===== src/rtl/nand_cpu_pkg.sv =====
// Shared nand_cpu fetch-path definitions: i-cache FSM states, statistic width, saturating increment.
package nand_cpu_pkg;

   typedef enum logic [1:0] {
      IC_READY   = 2'd0,
      IC_REQUEST = 2'd1,
      IC_FILL    = 2'd2
   } ICacheState;

   localparam int I_CACHE_STAT_BITS = 16;

   function automatic logic [I_CACHE_STAT_BITS-1:0] sat_inc(input logic [I_CACHE_STAT_BITS-1:0] v);
      return (v == {I_CACHE_STAT_BITS{1'b1}}) ? v : v + 1'b1;
   endfunction

endpackage


===== src/rtl/i_cache_victim_sel.sv =====
// Replacement victim for one set: lowest-numbered invalid way, otherwise the set's round-robin pointer.
module i_cache_victim_sel #(
   parameter int WAYS     = 2,
   parameter int WAY_BITS = 1
) (
   input  logic [WAYS-1:0]     valid_vec,
   input  logic [WAY_BITS-1:0] rr_ptr,
   output logic [WAY_BITS-1:0] victim
);

   logic found_s;

   // Priority scan from way 0 so the lowest invalid way wins.
   always_comb begin
      victim  = rr_ptr;
      found_s = 1'b0;
      for (int w = 0; w < WAYS; w++) begin
         if (!found_s && !valid_vec[w]) begin
            victim  = WAY_BITS'(w);
            found_s = 1'b1;
         end else begin
            found_s = found_s;
         end
      end
   end

endmodule


===== src/rtl/i_cache_assoc.sv =====
// Set-associative instruction cache with block refill over a req/ack + beat-valid memory port.
// Optional statistics counters are built when I_CACHE_STATS_EN is defined.
module i_cache_assoc
   import nand_cpu_pkg::*;
#(
   parameter int WAYS           = 2,
   parameter int INDEX_BITS     = 4,
   parameter int ADDR_BITS      = 16,
   parameter int INSTR_BITS     = 8,
   parameter int BLOCK_BITS     = 64,
   parameter int MEM_TRANS_BITS = 16,
   localparam int OFFSET_BITS   = $clog2(BLOCK_BITS / INSTR_BITS),
   localparam int TAG_BITS      = ADDR_BITS - INDEX_BITS - OFFSET_BITS
) (
   input  logic                             clk,
   input  logic                             n_rst,
   input  logic                             pc_valid,
   input  logic [ADDR_BITS-1:0]             pc,
   input  logic                             flush,
   output logic                             hit,
   output logic                             miss,
   output logic [INSTR_BITS-1:0]            instr,
`ifdef I_CACHE_STATS_EN
   output logic [I_CACHE_STAT_BITS-1:0]     hit_count,
   output logic [I_CACHE_STAT_BITS-1:0]     miss_count,
`endif
   output logic                             mem_req,
   output logic [ADDR_BITS-OFFSET_BITS-1:0] mem_addr,
   input  logic                             mem_ack,
   input  logic                             mem_data_valid,
   input  logic [MEM_TRANS_BITS-1:0]        mem_data
);

   localparam int SETS     = 2 ** INDEX_BITS;
   localparam int BEATS    = BLOCK_BITS / MEM_TRANS_BITS;
   localparam int CNT_BITS = (BEATS > 1) ? $clog2(BEATS) : 1;
   localparam int WAY_BITS = (WAYS > 1) ? $clog2(WAYS) : 1;

   ICacheState state_r, state_nx_s;

   logic [WAYS-1:0]       valid_r [SETS];
   logic [WAY_BITS-1:0]   rr_r    [SETS];
   logic [TAG_BITS-1:0]   tag_r   [SETS][WAYS];
   logic [BLOCK_BITS-1:0] data_r  [SETS][WAYS];

   logic [TAG_BITS-1:0]    tag_lat_r;
   logic [INDEX_BITS-1:0]  idx_lat_r;
   logic [WAY_BITS-1:0]    victim_r;
   logic [CNT_BITS-1:0]    cnt_r;
   logic                   flush_pend_r;

   logic [OFFSET_BITS-1:0] pc_offset_s;
   logic [INDEX_BITS-1:0]  pc_index_s;
   logic [TAG_BITS-1:0]    pc_tag_s;
   logic                   hit_any_s;
   logic [WAY_BITS-1:0]    hit_way_s;
   logic [WAY_BITS-1:0]    victim_s;
   logic [WAY_BITS-1:0]    rr_next_s;
   logic                   start_fill_s;
   logic                   last_beat_s;

   assign pc_offset_s = pc[OFFSET_BITS-1:0];
   assign pc_index_s  = pc[OFFSET_BITS +: INDEX_BITS];
   assign pc_tag_s    = pc[ADDR_BITS-1 -: TAG_BITS];

   // Tag compare across all ways of the addressed set.
   always_comb begin
      hit_any_s = 1'b0;
      hit_way_s = {WAY_BITS{1'b0}};
      for (int w = 0; w < WAYS; w++) begin
         if (valid_r[pc_index_s][w] && (tag_r[pc_index_s][w] == pc_tag_s)) begin
            hit_any_s = 1'b1;
            hit_way_s = WAY_BITS'(w);
         end else begin
            hit_any_s = hit_any_s;
         end
      end
   end

   // A flush in READY suppresses both the hit and the start of a refill.
   assign hit          = (state_r == IC_READY) && pc_valid && hit_any_s && !flush;
   assign miss         = pc_valid && !hit;
   assign instr        = data_r[pc_index_s][hit_way_s][pc_offset_s*INSTR_BITS +: INSTR_BITS];
   assign start_fill_s = (state_r == IC_READY) && pc_valid && !hit_any_s && !flush;
   assign last_beat_s  = (cnt_r == CNT_BITS'(BEATS - 1));
   assign rr_next_s    = (rr_r[idx_lat_r] == WAY_BITS'(WAYS - 1)) ? {WAY_BITS{1'b0}}
                                                                  : rr_r[idx_lat_r] + 1'b1;
   assign mem_req      = (state_r == IC_REQUEST);
   assign mem_addr     = {tag_lat_r, idx_lat_r};

   i_cache_victim_sel #(
      .WAYS     (WAYS),
      .WAY_BITS (WAY_BITS)
   ) u_victim_sel (
      .valid_vec (valid_r[pc_index_s]),
      .rr_ptr    (rr_r[pc_index_s]),
      .victim    (victim_s)
   );

   // FSM state register.
   always_ff @(posedge clk) begin
      if (!n_rst) begin
         state_r <= IC_READY;
      end else begin
         state_r <= state_nx_s;
      end
   end

   // FSM next-state logic.
   always_comb begin
      state_nx_s = state_r;
      case (state_r)
         IC_READY: begin
            if (start_fill_s) begin
               state_nx_s = IC_REQUEST;
            end else begin
               state_nx_s = IC_READY;
            end
         end
         IC_REQUEST: begin
            if (mem_ack) begin
               state_nx_s = IC_FILL;
            end else begin
               state_nx_s = IC_REQUEST;
            end
         end
         IC_FILL: begin
            if (mem_data_valid && last_beat_s) begin
               state_nx_s = IC_READY;
            end else begin
               state_nx_s = IC_FILL;
            end
         end
         default: state_nx_s = IC_READY;
      endcase
   end

   // Valid bits, round-robin pointers, beat counter, latched refill target and deferred flush.
   always_ff @(posedge clk) begin
      if (!n_rst) begin
         for (int s = 0; s < SETS; s++) begin
            valid_r[s] <= {WAYS{1'b0}};
            rr_r[s]    <= {WAY_BITS{1'b0}};
         end
         tag_lat_r    <= {TAG_BITS{1'b0}};
         idx_lat_r    <= {INDEX_BITS{1'b0}};
         victim_r     <= {WAY_BITS{1'b0}};
         cnt_r        <= {CNT_BITS{1'b0}};
         flush_pend_r <= 1'b0;
      end else begin
         case (state_r)
            IC_READY: begin
               if (flush) begin
                  for (int s = 0; s < SETS; s++) valid_r[s] <= {WAYS{1'b0}};
               end else if (start_fill_s) begin
                  tag_lat_r <= pc_tag_s;
                  idx_lat_r <= pc_index_s;
                  victim_r  <= victim_s;
               end
            end
            IC_REQUEST: begin
               if (flush) flush_pend_r <= 1'b1;
               if (mem_ack) begin
                  cnt_r                        <= {CNT_BITS{1'b0}};
                  valid_r[idx_lat_r][victim_r] <= 1'b0;
               end
            end
            IC_FILL: begin
               if (flush) flush_pend_r <= 1'b1;
               if (mem_data_valid) begin
                  cnt_r <= cnt_r + 1'b1;
                  if (last_beat_s) begin
                     rr_r[idx_lat_r] <= rr_next_s;
                     flush_pend_r    <= 1'b0;
                     if (flush_pend_r || flush) begin
                        for (int s = 0; s < SETS; s++) valid_r[s] <= {WAYS{1'b0}};
                     end else begin
                        valid_r[idx_lat_r][victim_r] <= 1'b1;
                     end
                  end
               end
            end
            default: flush_pend_r <= 1'b0;
         endcase
      end
   end

   // Line storage is written beat by beat; tag lands with the last beat. Not reset.
   always_ff @(posedge clk) begin
      if ((state_r == IC_FILL) && mem_data_valid) begin
         data_r[idx_lat_r][victim_r][cnt_r*MEM_TRANS_BITS +: MEM_TRANS_BITS] <= mem_data;
         if (last_beat_s) tag_r[idx_lat_r][victim_r] <= tag_lat_r;
      end
   end

`ifdef I_CACHE_STATS_EN
   logic [I_CACHE_STAT_BITS-1:0] hit_cnt_r;
   logic [I_CACHE_STAT_BITS-1:0] miss_cnt_r;

   // Saturating hit/miss statistics; flush leaves them alone.
   always_ff @(posedge clk) begin
      if (!n_rst) begin
         hit_cnt_r  <= {I_CACHE_STAT_BITS{1'b0}};
         miss_cnt_r <= {I_CACHE_STAT_BITS{1'b0}};
      end else begin
         if (hit) hit_cnt_r <= sat_inc(hit_cnt_r);
         if (start_fill_s) miss_cnt_r <= sat_inc(miss_cnt_r);
      end
   end

   assign hit_count  = hit_cnt_r;
   assign miss_count = miss_cnt_r;
`else
   // Statistics disabled: no counters are built.
`endif

endmodule


===== config.mk =====
export PLATFORM = sky130hd
export DESIGN_NAME = i_cache_assoc
export DESIGN_NICKNAME = d
export VERILOG_FILES = /design/src/rtl/nand_cpu_pkg.sv /design/src/rtl/i_cache_victim_sel.sv /design/src/rtl/i_cache_assoc.sv
export SDC_FILE = /design/constraint.sdc
export NUM_CORES = 2
export LEC_CHECK = 0
export CAP_MARGIN = 20
export CORE_MARGIN = 5
export CORE_UTILIZATION = 60
export CTS_CLUSTER_DIAMETER = 120
export DETAILED_ROUTE_END_ITERATION = 10
export MAX_ROUTING_LAYER = met4
export PLACE_DENSITY_LB_ADDON = 0.25
export REMOVE_ABC_BUFFERS = 1
export SYNTH_ARGS = -nofsm -noshare
export SYNTH_HDL_FRONTEND = slang
export SYNTH_SLANG_ARGS = --single-unit

===== constraint.sdc =====
create_clock -name clk -period 7.6 [get_ports clk]
set_input_delay 2.28 -clock clk [delete_from_list [all_inputs] [get_ports clk]]
set_output_delay 2.28 -clock clk [all_outputs]
set_load 0.1 [all_outputs]

# [Word-level counts from Yosys, hierarchy flattened]
# Memory sizes are Yosys's and may differ from the RTL's. A register that Yosys moved wholly into a read port is not among the register bits.
# Cells that the tools add are included.
[op_classes] reduce_logical=24 bitwise_logic=37 magnitude_cmp=5 mux=98 addsub=3 shift=3 eq_ne=7
[op_table] cell="two-way mux 64 bit" count=4
[op_table] cell="two-way mux 128 bit" count=1
[op_table] cell="two-way mux 2 bit" count=40
[op_table] cell="demux 64 bit (select 1 bit)" count=1
[op_table] cell="variable shift 16 x 34 -> 64 bit (first input constant)" count=1
[op_table] cell="variable part select 16 x 34 -> 64 bit" count=1
[op_table] cell="variable part select 64 x 7 -> 8 bit" count=1
[op_table] cell="two-way mux 1 bit" count=41
[op_table] cell="negator 6 -> 34 bit" count=1
[op_table] cell="bitwise OR 1 bit" count=34
[op_table] cell="equality test 9 bit" count=2
[op_table] cell="two-way mux 18 bit" count=1
[op_table] cell="two-way mux 4 bit" count=4
[op_table] cell="logical AND 1 bit" count=13
[op_table] cell="demux 9 bit (select 1 bit)" count=1
[op_table] cell="two-way mux 9 bit" count=1
[op_table] cell="one-hot mux 2 bit (3 select lines)" count=1
[op_table] cell="AND reduction 3 bit" count=2
[op_table] cell="equality test 2 bit (second input constant)" count=2
[op_table] cell="greater-or-equal comparator 2 bit (second input constant)" count=2
[op_table] cell="zero test 1 bit" count=4
[op_table] cell="NOT 1 -> 2 bit" count=2
[op_table] cell="one-hot mux 2 bit (2 select lines)" count=1
[op_table] cell="one-hot mux 1 bit (3 select lines)" count=1
[op_table] cell="other kinds (15)" count=15
[totals] n_memories=4 ramBits=2384 regBits=19 inputBits=38 wordCells=187 output_inout_bits=24
[memory_table] memory="data_r" words=16 word_bits=128 rd=1 rd_ports_with_merged_regs=0 write_ports=1 line="i_cache_assoc.sv:44" text="logic [BLOCK_BITS-1:0] data_r [SETS][WAYS];"
[memory_table] memory="tag_r" words=16 word_bits=18 rd=1 rd_ports_with_merged_regs=0 write_ports=1 line="i_cache_assoc.sv:43" text="logic [TAG_BITS-1:0] tag_r [SETS][WAYS];"
[memory_table] memory="valid_r" words=16 word_bits=2 rd=1 rd_ports_with_merged_regs=0 write_ports=16 line="i_cache_assoc.sv:41" text="logic [WAYS-1:0] valid_r [SETS];"
[memory_table] memory="rr_r" words=16 word_bits=1 rd=2 rd_ports_with_merged_regs=1 write_ports=16 line="i_cache_assoc.sv:42" text="logic [WAY_BITS-1:0] rr_r [SETS];"

# [Logic depth before layout (Yosys ltp)]
# An unclocked memory read counts as a cell.
[depth] ltp_word=11 depth_mapped=16 mapped_depth_nobuf=10

# [Cells and area by module]
# A second synthesis with hierarchy kept.
[unflattened] cells_unflattened=4167 hier_area_um2=94015.2
[by_module_without_submodules] module="i_cache_assoc" instances=1 area_per_inst_um2=94003.9 cells_per_inst=4165 seq_area_each_um2=71888.9
[by_module_without_submodules] module="i_cache_victim_sel" instances=1 area_per_inst_um2=11.3 cells_per_inst=2 seq_area_each_um2=0.0

# [Worst setup path after synthesis]
# Ideal clock, no wire load.
[synth_timing] path_type="input-to-output" from="input pc[6]" to="output instr[6]" stages=12 path_buffers=3 arrival_time_ns=6.289 t_required_ns=5.320 setup_slack_ns=-0.969 path_cell_list="buf_2 > buf_6 > mux2_1 > o22ai_1 > or3_1 > nand3b_1 > mux4_2 > or4b_4 > buf_2 > a21oi_1 > o21ai_1 > a31oi_1"
[synth_via] elab_chain_cells=9 elab_cells_between_ends=11 cone_classes="eq/ne (1); shift (1); mux (4); bitwise (1); reduce/logical (1); memory (3)"
[synth_lines] item="from (decl)" line="i_cache_assoc.sv:18" text="input logic [ADDR_BITS-1:0] pc,"
[synth_lines] item="memory read (16 x 18 bit)"
[synth_lines] item="equality test 9 bit" line="i_cache_assoc.sv:71" text="if (valid_r[pc_index_s][w] && (tag_r[pc_index_s][w] == pc_tag_s)) begin"
[synth_lines] item="logical AND 1 bit" line="i_cache_assoc.sv:71"
[synth_lines] item="two-way mux 1 bit" line="i_cache_assoc.sv:71"
[synth_lines] item="NOT 1 -> 2 bit (implied by the code)" line="i_cache_assoc.sv:83" text="assign instr = data_r[pc_index_s][hit_way_s][pc_offset_s*INSTR_BITS +: INSTR_BITS];"
[synth_lines] item="two-way mux 64 bit (implied by the code) * (3 in a row)" line="i_cache_assoc.sv:83"
[synth_lines] item="variable part select 64 x 7 -> 8 bit *" line="i_cache_assoc.sv:83"
[synth_lines] item="to (decl)" line="i_cache_assoc.sv:22" text="output logic [INSTR_BITS-1:0] instr,"
# Mark *: on every way between the ends. The rest lies on a longest branch, timed or not. The select of a mux whose other input is x is not followed.

# [Final worst setup path]
[layout_timing] from="input pc[3]" to="output instr[5]"
# The elaborated chain is that of the path after synthesis.

==> impl_results.md <==
- Wire length of the first global-routing pass: roughly 330,000 um
- Relative slew margins: 23.8%
- Synth unique cells: 56
- Post-synth EDFFs: ~2,400
- Crit. End Element: primary output
- Final setup violating endpoints: 10
- Critical Path Slowest Stage Cell: or4b_4
- Worst Setup Slack, final: -0.391 ns
- Slew Viols, Final: 0
- Vias in the first global route: between 40,000 and 50,000
- Share of post-route cells with drive strength above 1: 33.5%
- Routed vias: 46,200
- Pwr Total: between 20,000 and 30,000 uW
- WP buf/inv: 9
- Drc violations: 0
- Worst-path maximum fanout: 12
- Die Wd: 406 um
- Mapped Area: approximately 94,000 um2
- Initial drt markers: approximately 6,100
- Num rows: about 150
- Worst-Skew Late Latency: approximately 0.86 ns
- TritonCTS clock tree: done
- Drt pass-1 iters: 6
- CP Data Arrival Time: about 5.7 ns
- Full die area: 165,000 um2
- Largest net degree at the start of global routing: slightly above 90
- Crit path top cell by count: buf_12
- Min cycle time layout: around 8 ns
- Synth area leader: edfxtp_1
- Ys flop type: edfxtp_1
- PwrDens: 245 nW/um2
- Pre-CTS setup slack: -0.768 ns
- HP Class: flip-flop to flip-flop
- FFs w/ async S/R, synth: 0%
- Antenna viol nets, final: 0
- Max_cap viols: 0
- Wire per inst: ~33 um
- Final #Nets: ~4,700
- CP Launch Type: input port
- Total Wirelength: 230,000 um
- Maximum clock rate: ~130 MHz
- Sequential fraction of the synthesis area: 76.3%
- I/O Pins: just over 60
- Number of synthesis warnings: 0
- Slew @ Worst Pin: around 1.1 ns
- Top post-synthesis cells by area: edfxtp_1 75%, mux4_2 17%, nor2_1 0.93%
- Post-DP HPWL: 129,000 um
- Worst Path Class, Setup: input port to primary output
- Status: finished, violations left
- Fillers: 9,083
- CTS sink cnt: 2,407
- Final GP Congestion: 0.844
- Clk buf depth: 3
- Fin. Hold Viols: 0
- Period Utilization, post-route: 105%
- Via density: between 6 and 7
- Clk root buf: clkbuf_16
- CP required: around 5.3 ns
- Synthesized instance count: 4,209
- Chip height: 406 um
- #FFs+latches synth: around 2,400
- RSZ-0062 raised after global routing: yes
- Port Buf Inserts: 61
- Critical path cell sequence: buf_12 > buf_12 > buf_4 > nand2_1 > buf_4 > o22ai_1 > or3_1 > a211oi_1 > o21ai_1 > or4b_4 > buf_12 > buf_12 > a21oi_4 > nor2_2 > o22a_1 > buf_12 > nand3_2 > buf_6 > buf_12
- Num CTS Buffers: roughly 230
- Overall Global Routing Usage: approximately 29%
- GRT Residual Overflow: 0
- Peak supply drop: around 190 uV
- CORE AREA: ~160,000 um2
- Syn avg cell area: roughly 22 um2
- H-tree Lvls: 4
- Area fraction of the dominant cell type after synthesis: about three quarters
- Skew final: approximately 0.03 ns
- Synth top cells by count: 2,368 x edfxtp_1, 718 x mux4_2, 233 x nor2_1
- Failing checks: negative setup slack
- Starting Density: 60.4%
- CP delay by family, top: buffers and inverters
- CP max stage delay: about 0.53 ns
- Clk slew on worst S/H paths: approximately 0.060 ns
- Area Overhead vs Synth: 14.7%
- Most common cell in the netlist: edfxtp_1
- Antenna violations before repair: 12
- Leakage: ~0.038 uW
[cell usage in the layout (no fill, tap or decap), drive strengths merged, types with 7 or more instances in the layout]
master / count
a211oi: 7
a21oi: 70
a22oi: 9
and2: 68
buf: 364
bufinv: 23
clkbuf: 289
clkdlybuf4s50: 46
clkinv: 107
dfxtp: 39
diode: 11
edfxtp: 2368
ha: 10
inv: 18
mux2: 11
mux2i: 55
mux4: 720
nand2: 108
nand2b: 66
nand3: 19
nor2: 233
nor2b: 27
o211a: 16
o21ai: 57
o22a: 7
xor2: 10
[path summary, 6_finish.rpt]
check             slack, ns         start            to  depth (start not counted)
hold / removal         0.51  tag_lat_r[3]  tag_r[13][3]                          0
hold reg to reg        0.51  tag_lat_r[3]  tag_r[13][3]                          0
setup reg to reg       3.82  tag_r[14][5]  tag_lat_r[8]                         13
setup / recovery      -0.39         pc[3]      instr[5]                         19
[layout make-up]
cell class	count	area (um2)	share of cell area (%)
Antenna cell	11	27.5	0.0255
Clock buffer	281	5950	5.50
Clock inverter	141	1320	1.22
Inverter	12	52.6	0.0486
Multi-Input combinational cell	1549	21600	20.0
Sequential cell	2407	71900	66.5
Tap cell	2058	2570	2.38
Timing Repair Buffer	420	4670	4.32
[worst register-to-register path, stage by stage (launching register included)]
cell,delay [ns]
edfxtp_1,0.41
mux4_2,0.49
mux4_2,0.52
xor2_2,0.20
and4bb_1,0.23
buf_4,0.14
nor4b_4,0.13
buf_12,0.16
buf_16,0.18
a31oi_4,0.21
and4b_1,0.23
buf_4,0.35
mux2i_1,0.36
nor2b_1,0.08
[layer usage]
metal | GRT usage, % | routed length (um) | up-vias
met1 | 39.3 | 82500 | 24400
met3 | 6.54 | 26600 | 456
met5 | - | 0 | -
li1 | - | - | 18400
met2 | 44.6 | 112000 | 2900
met4 | 9.88 | 8370 | 0
[sequential cells by signal (all words and copies together), names as in the netlist, named ones only]
signal	count
rr_r	16
valid_r	32
tag_lat_r	9
idx_lat_r	4
flush_pend_r	1
data_r	2048
victim_r	1
cnt_r	2
state_r	2
tag_r	288
[per-stage QoR]
| step | utilization [%] | cell area [um2] | setup TNS [ns] | instances | hold WS (ns) |
|---|---|---|---|---|---|
| after global routing | 69.2 | 108000 | -3.83 | 6875 | 0.533 |
| after global placement | 63.4 | 99100 | -5.73 | 6387 | 0.485 |
| after detailed placement | 63.6 | 99300 | -6.54 | 6401 | 0.494 |
| after floorplan | - | 92800 | -90.99 | 3968 | 0.483 |
| final | 69.2 | 108000 | -3.12 | 6879 | 0.510 |
| after CTS | 68.6 | 107000 | -2.80 | 6826 | 0.514 |
[where the power goes]
group          leakage, uW  internal (uW)  switching, uW  total, uW
combinational      0.00888            408            598       1010
sequential          0.0256          14500           16.0      14500
clock              0.00354           6310           4750      11100
[cell families after synthesis]
kind of cell	share of synthesized area [%]
buffers and inverters	1.57
muxes	17.9
AOI/OAI and AO/OA	1.22
and+or+nand+nor	2.77
xor gates and xnor gates	0.130
DFF	76.3
adders and majority gates	0.133
[what timing repair did]
item	4_1_cts	5_1_grt
hold buffers	0	0
setup endpoints to repair	10	10
buffers inserted	4	4
cloned	4	5
pin swaps	18	13
gates resized for setup	100	19
No activity file was read; power rests on OpenSTA's default activity.
